File: config.mk
export PLATFORM = sky130hd
export DESIGN_NAME = fetch_sequencer
export DESIGN_NICKNAME = d
export VERILOG_FILES = /design/src/rtl/fetch_sequencer.sv
export SDC_FILE = /design/constraint.sdc
export NUM_CORES = 1
export LEC_CHECK = 0
export ABC_AREA = 1
export CORE_AREA = 8 8 130 96
export DETAILED_ROUTE_END_ITERATION = 12
export DIE_AREA = 0 0 138 104
export GPL_ROUTABILITY_DRIVEN = 0
export PLACE_DENSITY = 0.85
export SLEW_MARGIN = 15
export SYNTH_ARGS = -nofsm -noshare
export SYNTH_HDL_FRONTEND = slang
export SYNTH_SLANG_ARGS = --single-unit
File: constraint.sdc
create_clock -name clk -period 4.3 [get_ports clk]
set_clock_uncertainty 0.1 [all_clocks]
set_input_delay 0.86 -clock clk [delete_from_list [all_inputs] [get_ports clk]]
set_output_delay 0.86 -clock clk [all_outputs]
set_load 0.01 [all_outputs]
File: src/rtl/fetch_sequencer.sv
// Program-counter sequencer between a one-cycle registered instruction memory and decode.
// Absorbs read latency, holds output under back-pressure, applies redirects, traps bad fetches.
module fetch_sequencer #(
  parameter logic [31:0] RESET_PC  = 32'h0000_0000,
  parameter int          MEM_WORDS = 256
) (
  input  logic        clk,
  input  logic        reset,
  output logic [31:0] imem_addr,
  input  logic [31:0] imem_instr,
  input  logic        redirect_valid,
  input  logic [31:0] redirect_pc,
  output logic        out_valid,
  input  logic        out_ready,
  output logic [31:0] out_pc,
  output logic [31:0] out_instr,
  output logic        fault,
  output logic [31:0] fault_pc
);

  localparam logic [1:0]  ST_BOOT   = 2'd0;
  localparam logic [1:0]  ST_RUN    = 2'd1;
  localparam logic [1:0]  ST_FAULT  = 2'd2;
  localparam logic [31:0] MEM_LIMIT = 32'(MEM_WORDS * 4);

  logic [1:0]  state_q, state_d;
  logic [31:0] cur_pc_q, cur_pc_d;
  logic        cur_valid_q, cur_valid_d;
  logic [31:0] fault_pc_q, fault_pc_d;
  logic [31:0] next_addr;
  logic        check_en;
  logic        illegal;

  // A redirect kills the word on the output this cycle; reset hides any stale RUN state.
  assign out_valid = cur_valid_q && (state_q == ST_RUN) && !redirect_valid && !reset;
  assign out_pc    = cur_pc_q;
  assign out_instr = imem_instr;
  assign fault     = (state_q == ST_FAULT);
  assign fault_pc  = fault_pc_q;
  assign imem_addr = reset ? RESET_PC : next_addr;
  assign illegal   = (next_addr[1:0] != 2'b00) || (next_addr >= MEM_LIMIT);

  always_comb begin
    state_d     = state_q;
    cur_pc_d    = cur_pc_q;
    cur_valid_d = cur_valid_q;
    fault_pc_d  = fault_pc_q;
    next_addr   = cur_pc_q;
    check_en    = 1'b0;
    case (state_q)
      ST_BOOT: begin
        next_addr = RESET_PC;
        check_en  = 1'b1;
      end
      ST_RUN: begin
        check_en = 1'b1;
        if (redirect_valid) begin
          next_addr = redirect_pc;
        end else if (out_valid && out_ready) begin
          next_addr = cur_pc_q + 32'd4;
        end else begin
          next_addr = cur_pc_q;
        end
      end
      ST_FAULT: begin
        next_addr = cur_pc_q;
      end
      default: begin
        next_addr   = RESET_PC;
        state_d     = ST_BOOT;
        cur_valid_d = 1'b0;
      end
    endcase
    // Stalling re-presents cur_pc, so the memory returns the same word and the output holds.
    if (check_en) begin
      if (illegal) begin
        state_d     = ST_FAULT;
        fault_pc_d  = next_addr;
        cur_valid_d = 1'b0;
      end else begin
        state_d     = ST_RUN;
        cur_pc_d    = next_addr;
        cur_valid_d = 1'b1;
      end
    end else begin
      cur_pc_d = cur_pc_q;
    end
  end

  always_ff @(posedge clk) begin
    if (reset) begin
      state_q     <= ST_BOOT;
      cur_pc_q    <= RESET_PC;
      cur_valid_q <= 1'b0;
      fault_pc_q  <= 32'h0000_0000;
    end else begin
      state_q     <= state_d;
      cur_pc_q    <= cur_pc_d;
      cur_valid_q <= cur_valid_d;
      fault_pc_q  <= fault_pc_d;
    end
  end

endmodule
Word level (Yosys, flattened, before mapping):

Cells that the tools add are included.
Widths: inputs -> output; s select.

* register bits after elaboration: 67
* input port bits: 68
* output and inout bits: 130
* word-level logic and storage cells: 34

* $add $sub $neg: 1
* $lt $le $gt $ge: 1
* eq/ne operators: 3
* mux-type cells: 11
* bitwise operators: 1
* reduce and logical (&&, ||, !) cells: 13

Operator list (number)
* $mux 32: 3
* $pmux 32 s2: 1
* $add 32x3->32 const B: 1
* $ge 32x11->1 const B: 1
* $mux 2: 3
* $logic_and 1x1->1: 4
* $mux 1: 4
* $reduce_and 2->1: 2
* $reduce_or 3->1: 1
* $eq 2x1->1 const B: 1
* $eq 2x2->1 const B: 1
* $logic_not 1->1: 2
* $logic_not 2->1: 1
* $ne 2x1->1 const B: 1
* $reduce_bool 2->1: 1
* $reduce_or 2->1: 1
* $logic_or 1x1->1: 1
* $not 1->1: 1

Longest topological paths before layout:

Gate-level depths: netlist of run 1.

* depth in word-level cells: 12
* mapped depth: 24

Least setup slack after synthesis of run 1:

Ideal clock, no wire load.

* path type: input -> output
* start: in reset
* end: out imem_addr[9]
* arrival: 2126 ps
* required time: 3340 ps
* slack: 1214 ps
* stages on the path: 10
* buffers on the path: 1
* cell sequence: inv_2 -> nand3_4 -> nor2_8 -> buf_6 -> nand2_1 -> o21ai_0 -> a21oi_1 -> o31ai_1 -> nand2_1 -> nor2_1

* cells in the longest elaborated chain, start to end: 7

Ends and longest elaborated chain
* from (decl): RTL line 8 `input logic reset,`
* $logic_not 1->1: RTL line 35 `assign out_valid = cur_valid_q && (state_q == ST_RUN) && !redirect_valid && !reset;`
* $logic_and 1x1->1: RTL line 35
* $logic_and 1x1->1: RTL line 59 `end else if (out_valid && out_ready) begin`
* $mux 32: RTL line 59
* $mux 32: RTL line 57 `if (redirect_valid) begin`
* $pmux 32 s2: RTL line 50 `case (state_q)`
* $mux 32 *: RTL line 40 `assign imem_addr = reset ? RESET_PC : next_addr;`
* to (decl): RTL line 9 `output logic [31:0] imem_addr,`

Every way passes the cells marked *; elsewhere a longest branch is shown, timed or not.

Final worst setup path of run 1:

* start: in redirect_valid
* end: out imem_addr[10]

* cells in the longest elaborated chain, start to end: 8

Ends and longest elaborated chain
* from (decl): RTL line 11 `input logic redirect_valid,`
* $logic_not 1->1: RTL line 35
* $logic_and 1x1->1 (2 in a row): RTL line 35
* $logic_and 1x1->1: RTL line 59
* $mux 32: RTL line 59
* $mux 32 *: RTL line 57
* $pmux 32 s2 *: RTL line 50
* $mux 32 *: RTL line 40

Marked as above.

==> results.md, run 1 <==
- The run finished with clean final reports.
- In this run the vertical extent of the chip is around 100 um.
- At the worst endpoint, the arrival time is between 3000 and 4000 ps.
- The static leakage is ~2.8 nW.
- The worst slew slack as a fraction of its limit is a little under a quarter.
- In this run the mean area of a mapped cell was roughly 5.8 um2.
- Timing analysis after detailed placement gives a worst setup slack of ~65 ps.
- The detailed router finished its first iteration with about 560 violations.
- The Yosys step of the flow raised 0 warnings.
- The global-route wire length before repair is between 20000 and 30000 um.
- Counting along the longest clock path gives a buffer depth of 2.
- Compared with the post-synthesis result, the final layout area differs by 33.9%.
- The placeable core region is 0.0106 mm2.
- The hold path depth is 2.
- After synthesis the cells add up to about 0.0048 mm2.
- The setup check on the worst reg-to-reg path leaves a slack of roughly 910 ps.
- The count of maximum capacitance violations is 0.
- The number of buffers inserted for hold repair after clock tree synthesis is 0.
- The maximum fanout count along the critical path is 6.
- The hold-critical path endpoint is out_pc[1]$_SDFFE_PP0P_.
- From left edge to right edge, the die measures 138 um.
- The root buffer cell chosen for the clock tree is sky130_fd_sc_hd__clkbuf_16.
- The leftover overflow at the end of global routing is 0.
- The worst hold-check slack is approximately 370 ps.
- The count of nets left with antenna violations once routing finished came out at 0.
- The number of antenna violations at the first check in global routing came to 0.
- The clock network latency to the later pin of the worst-skew pair is ~330 ps.
- The count of state elements after synthesis is 66.
- The repair_antennas step left the layout with diodes totalling 0.
- The power per cell area is approximately 590 mW/mm2.
- a little under 200 I/O pins were placed.
- The post-synthesis cell count is between 800 and 900.
- Counting both buffers and inverters, the worst setup path holds a total of 2.
- The number of different library cells in the post-synthesis netlist is 32.
- The tightest min-delay check is of the flop to flop type.
- The ratio of final minimum period to clock period is 98.3%.
- The final-layout setup total negative slack is 0 ps.
- The signal on the critical path passes through clkdlybuf4s50_1, nor2_4, nand3_4, nor2_4, nand3_1, nand3_1, a21boi_1, or2_2, nor2_1, clkdlybuf4s50_1.
- The via count of the first global-routing pass is ~5400.
- The critical path is of the input port to output port type.
- The total die area is between 0.01 and 0.015 mm2.
- The post-synthesis net count is 890.
- After filler insertion, the fill cell instance count of the layout stands at ~1000.
- Port buffering added approximately 130 buffers.
- STA classifies the critical path endpoint as an output port.
- The count of endpoints failing setup in the final report is 0.
- Counting buffers and inverters, the worst setup path is 10 cells deep.
- The highest attainable clock frequency is between 200 and 250 MHz.
- The actual transition at the worst max-transition pin is ~1100 ps.
- After synthesis, flip-flops and latches occupy between 20% and 30% of the total area.
- In this run, CTS created clock tree buffers numbering 9.
- TritonCTS built the clock tree.
- In this run the critical register-to-register path is launched from state_q[1]$_SDFFE_PP0P_.
- The effective utilization at floorplan is between 40 and 50%.
- The routed design could run at a clock period as short as about 4200 ps.
- The data required time of the critical path is between 3000 and 4000 ps.
- In the final routed layout, each cell accounts on average for 16.1 um.
- The startpoint class of the critical path is an input port.
- The clock sink total is 66.
- The all-layer global routing usage is 23.0%.
- After detailed routing, the total wire length is 17000 um.
- The final-stage net count is 987.
- The count of cells along the worst register-to-register path is 19.
- Broken down by cell family, the worst path's largest delay share belongs to simple AND/OR/NAND/NOR gates.
- Clock-pin slew was measured on the worst setup and hold paths at 60 ps.
- The largest net degree at the start of global routing is between 50 and 60.
- Across all setup checks in the final design, the least slack found is approximately 74 ps.
- In this run the number of H-tree levels came out at 3.
- Once detailed placement completed, the half-perimeter wirelength came to approximately 13000 um.
- The count of standard-cell rows is 32.
- The final count of pins violating max slew is 0.
- The routed via count divided by cell count is about 5.4.
- In this run the most critical hold path is launched from out_pc[1]$_SDFFE_PP0P_.
- The final core area utilization is between 60% and 70%.
- The via count is roughly 5700.
- The worst vdd rail ir drop is approximately 0.45 mV.
- For this design, the slowest cell found on the critical path is sky130_fd_sc_hd__clkdlybuf4s50_1.
- The capture instance of the worst register-to-register path is fault_pc[8]$_SDFFE_PP0P_.
- The fraction of final layout cells with drive strength greater than 1 is 8.38%.
- The final count of hold timing violations was 0.
- The number of search-and-repair iterations in the first detailed-routing pass is 5.
- The largest incremental delay on the critical path is roughly 560 ps.
- The post-route DRC violation count is 0.
==> placed cells by master, fill, tap and decap left out, types with 11 or more instances in the layout <==
cell,Yosys,layout
sky130_fd_sc_hd__nand2_1,252,252
sky130_fd_sc_hd__nor2_1,142,138
sky130_fd_sc_hd__clkdlybuf4s50_1,0,132
sky130_fd_sc_hd__nand3_1,96,96
sky130_fd_sc_hd__inv_1,69,69
sky130_fd_sc_hd__dfxtp_1,66,66
sky130_fd_sc_hd__o21ai_0,25,25
sky130_fd_sc_hd__nor3_1,23,23
sky130_fd_sc_hd__buf_4,33,23
sky130_fd_sc_hd__nor2_2,13,16
sky130_fd_sc_hd__nand4_1,15,15
sky130_fd_sc_hd__a21oi_1,11,11
==> registers in the layout, summed over array words and instances, names as in the netlist <==
name and flops:
fault_pc 32, out_pc 32, state_q 2
==> tightest hold or removal path: stages (launching register included) <==
cell	delay (ps)
sky130_fd_sc_hd__dfxtp_1	320
sky130_fd_sc_hd__nand2_1	60
sky130_fd_sc_hd__nor2_1	40
==> cells in the mapped netlist (all sizes together) <==
| master | instances | share of area (%) |
|---|---|---|
| buf | 48 | 7.1 |
| a21oi | 11 | 1.2 |
| o22ai | 1 | 0.13 |
| nand3 | 98 | 11 |
| a21boi | 1 | 0.16 |
| a31oi | 1 | 0.13 |
| a32o | 2 | 0.42 |
| ha | 5 | 1.3 |
| nand4 | 15 | 2.0 |
| o21ai | 26 | 2.7 |
| nor2 | 163 | 15 |
| inv | 73 | 5.8 |
| nand2 | 255 | 20 |
| clkbuf | 23 | 1.8 |
| nor3 | 24 | 2.6 |
| o221ai | 2 | 0.37 |
| o31ai | 1 | 0.16 |
| xor2 | 1 | 0.18 |
| or2 | 1 | 0.13 |
| dfxtp | 66 | 28 |
==> cell type report <==
cell class / instances / area [um2] / area share, %
clock inverters: 6 / 90.1 / 1.42
flip-flops and latches: 66 / 1320 / 20.8
repair buffers: 157 / 1520 / 23.9
clock buffers: 10 / 239 / 3.76
multi-input cells: 607 / 2750 / 43.2
inverters: 73 / 274 / 4.31
well taps: 136 / 170 / 2.68
==> per-stage QoR <==
| stage | power (mW) | cells | area, um2 |
|---|---|---|---|
| global placement | 2.91 | 1037 | 6000 |
| global route | 4.08 | 1055 | 6360 |
| CTS | 3.76 | 1053 | 6330 |
| detailed placement | 2.95 | 1037 | 6000 |
| floorplan | 2.30 | 817 | 4750 |
| finish | 3.78 | 1055 | 6360 |
==> report_power, final <==
group | switching, mW | internal (mW)
Sequential | 0.0930 | 0.737
Clock | 0.285 | 0.524
Combinational | 1.34 | 0.800
Total | 1.71 | 2.06
==> layer usage <==
metal / up-vias / global-route usage (%) / wire length (um)
li1: 2740 / - / -
met1: 2554 / 29.3 / 7150
met2: 384 / 35.4 / 7140
met3: 54 / 7.30 / 2190
met4: 0 / 8.66 / 471
met5: - / 0 / 0
==> worst max path at each step <==
| stage | from | end |
|---|---|---|
| after floorplan | reset | imem_addr[9] |
| final | redirect_valid | imem_addr[10] |
| after CTS | redirect_valid | imem_addr[28] |
| after global routing | redirect_valid | imem_addr[17] |
| after global placement | redirect_valid | imem_addr[10] |
| after detailed placement | redirect_valid | imem_addr[28] |
==> kinds of logic (layout without fill, tap and decap cells) <==
family	after synthesis	in the layout	share of synthesized area (%)
buffers and inverters	144	246	14.7
adder cells (fa/ha/maj)	5	5	1.32
AO/OA/AOI/OAI	45	45	5.27
flip-flops	66	66	27.8
AND/OR/NAND/NOR	556	556	50.8
XOR/XNOR	1	1	0.184
==> what timing repair did <==
action                                  in CTS  in global routing
setup buffers                                0                  2
gates resized for setup                      0                  5
endpoints found under the setup margin       0                 15
Power figures use the tool's default switching activity.
==> inputs of run 2 (changes only) <==
HOLD_SLACK_MARGIN = 0.03   (was unset)
==> results of run 2 <==
Same layout as run 1: the final DEF is identical, and so are final timing and power.
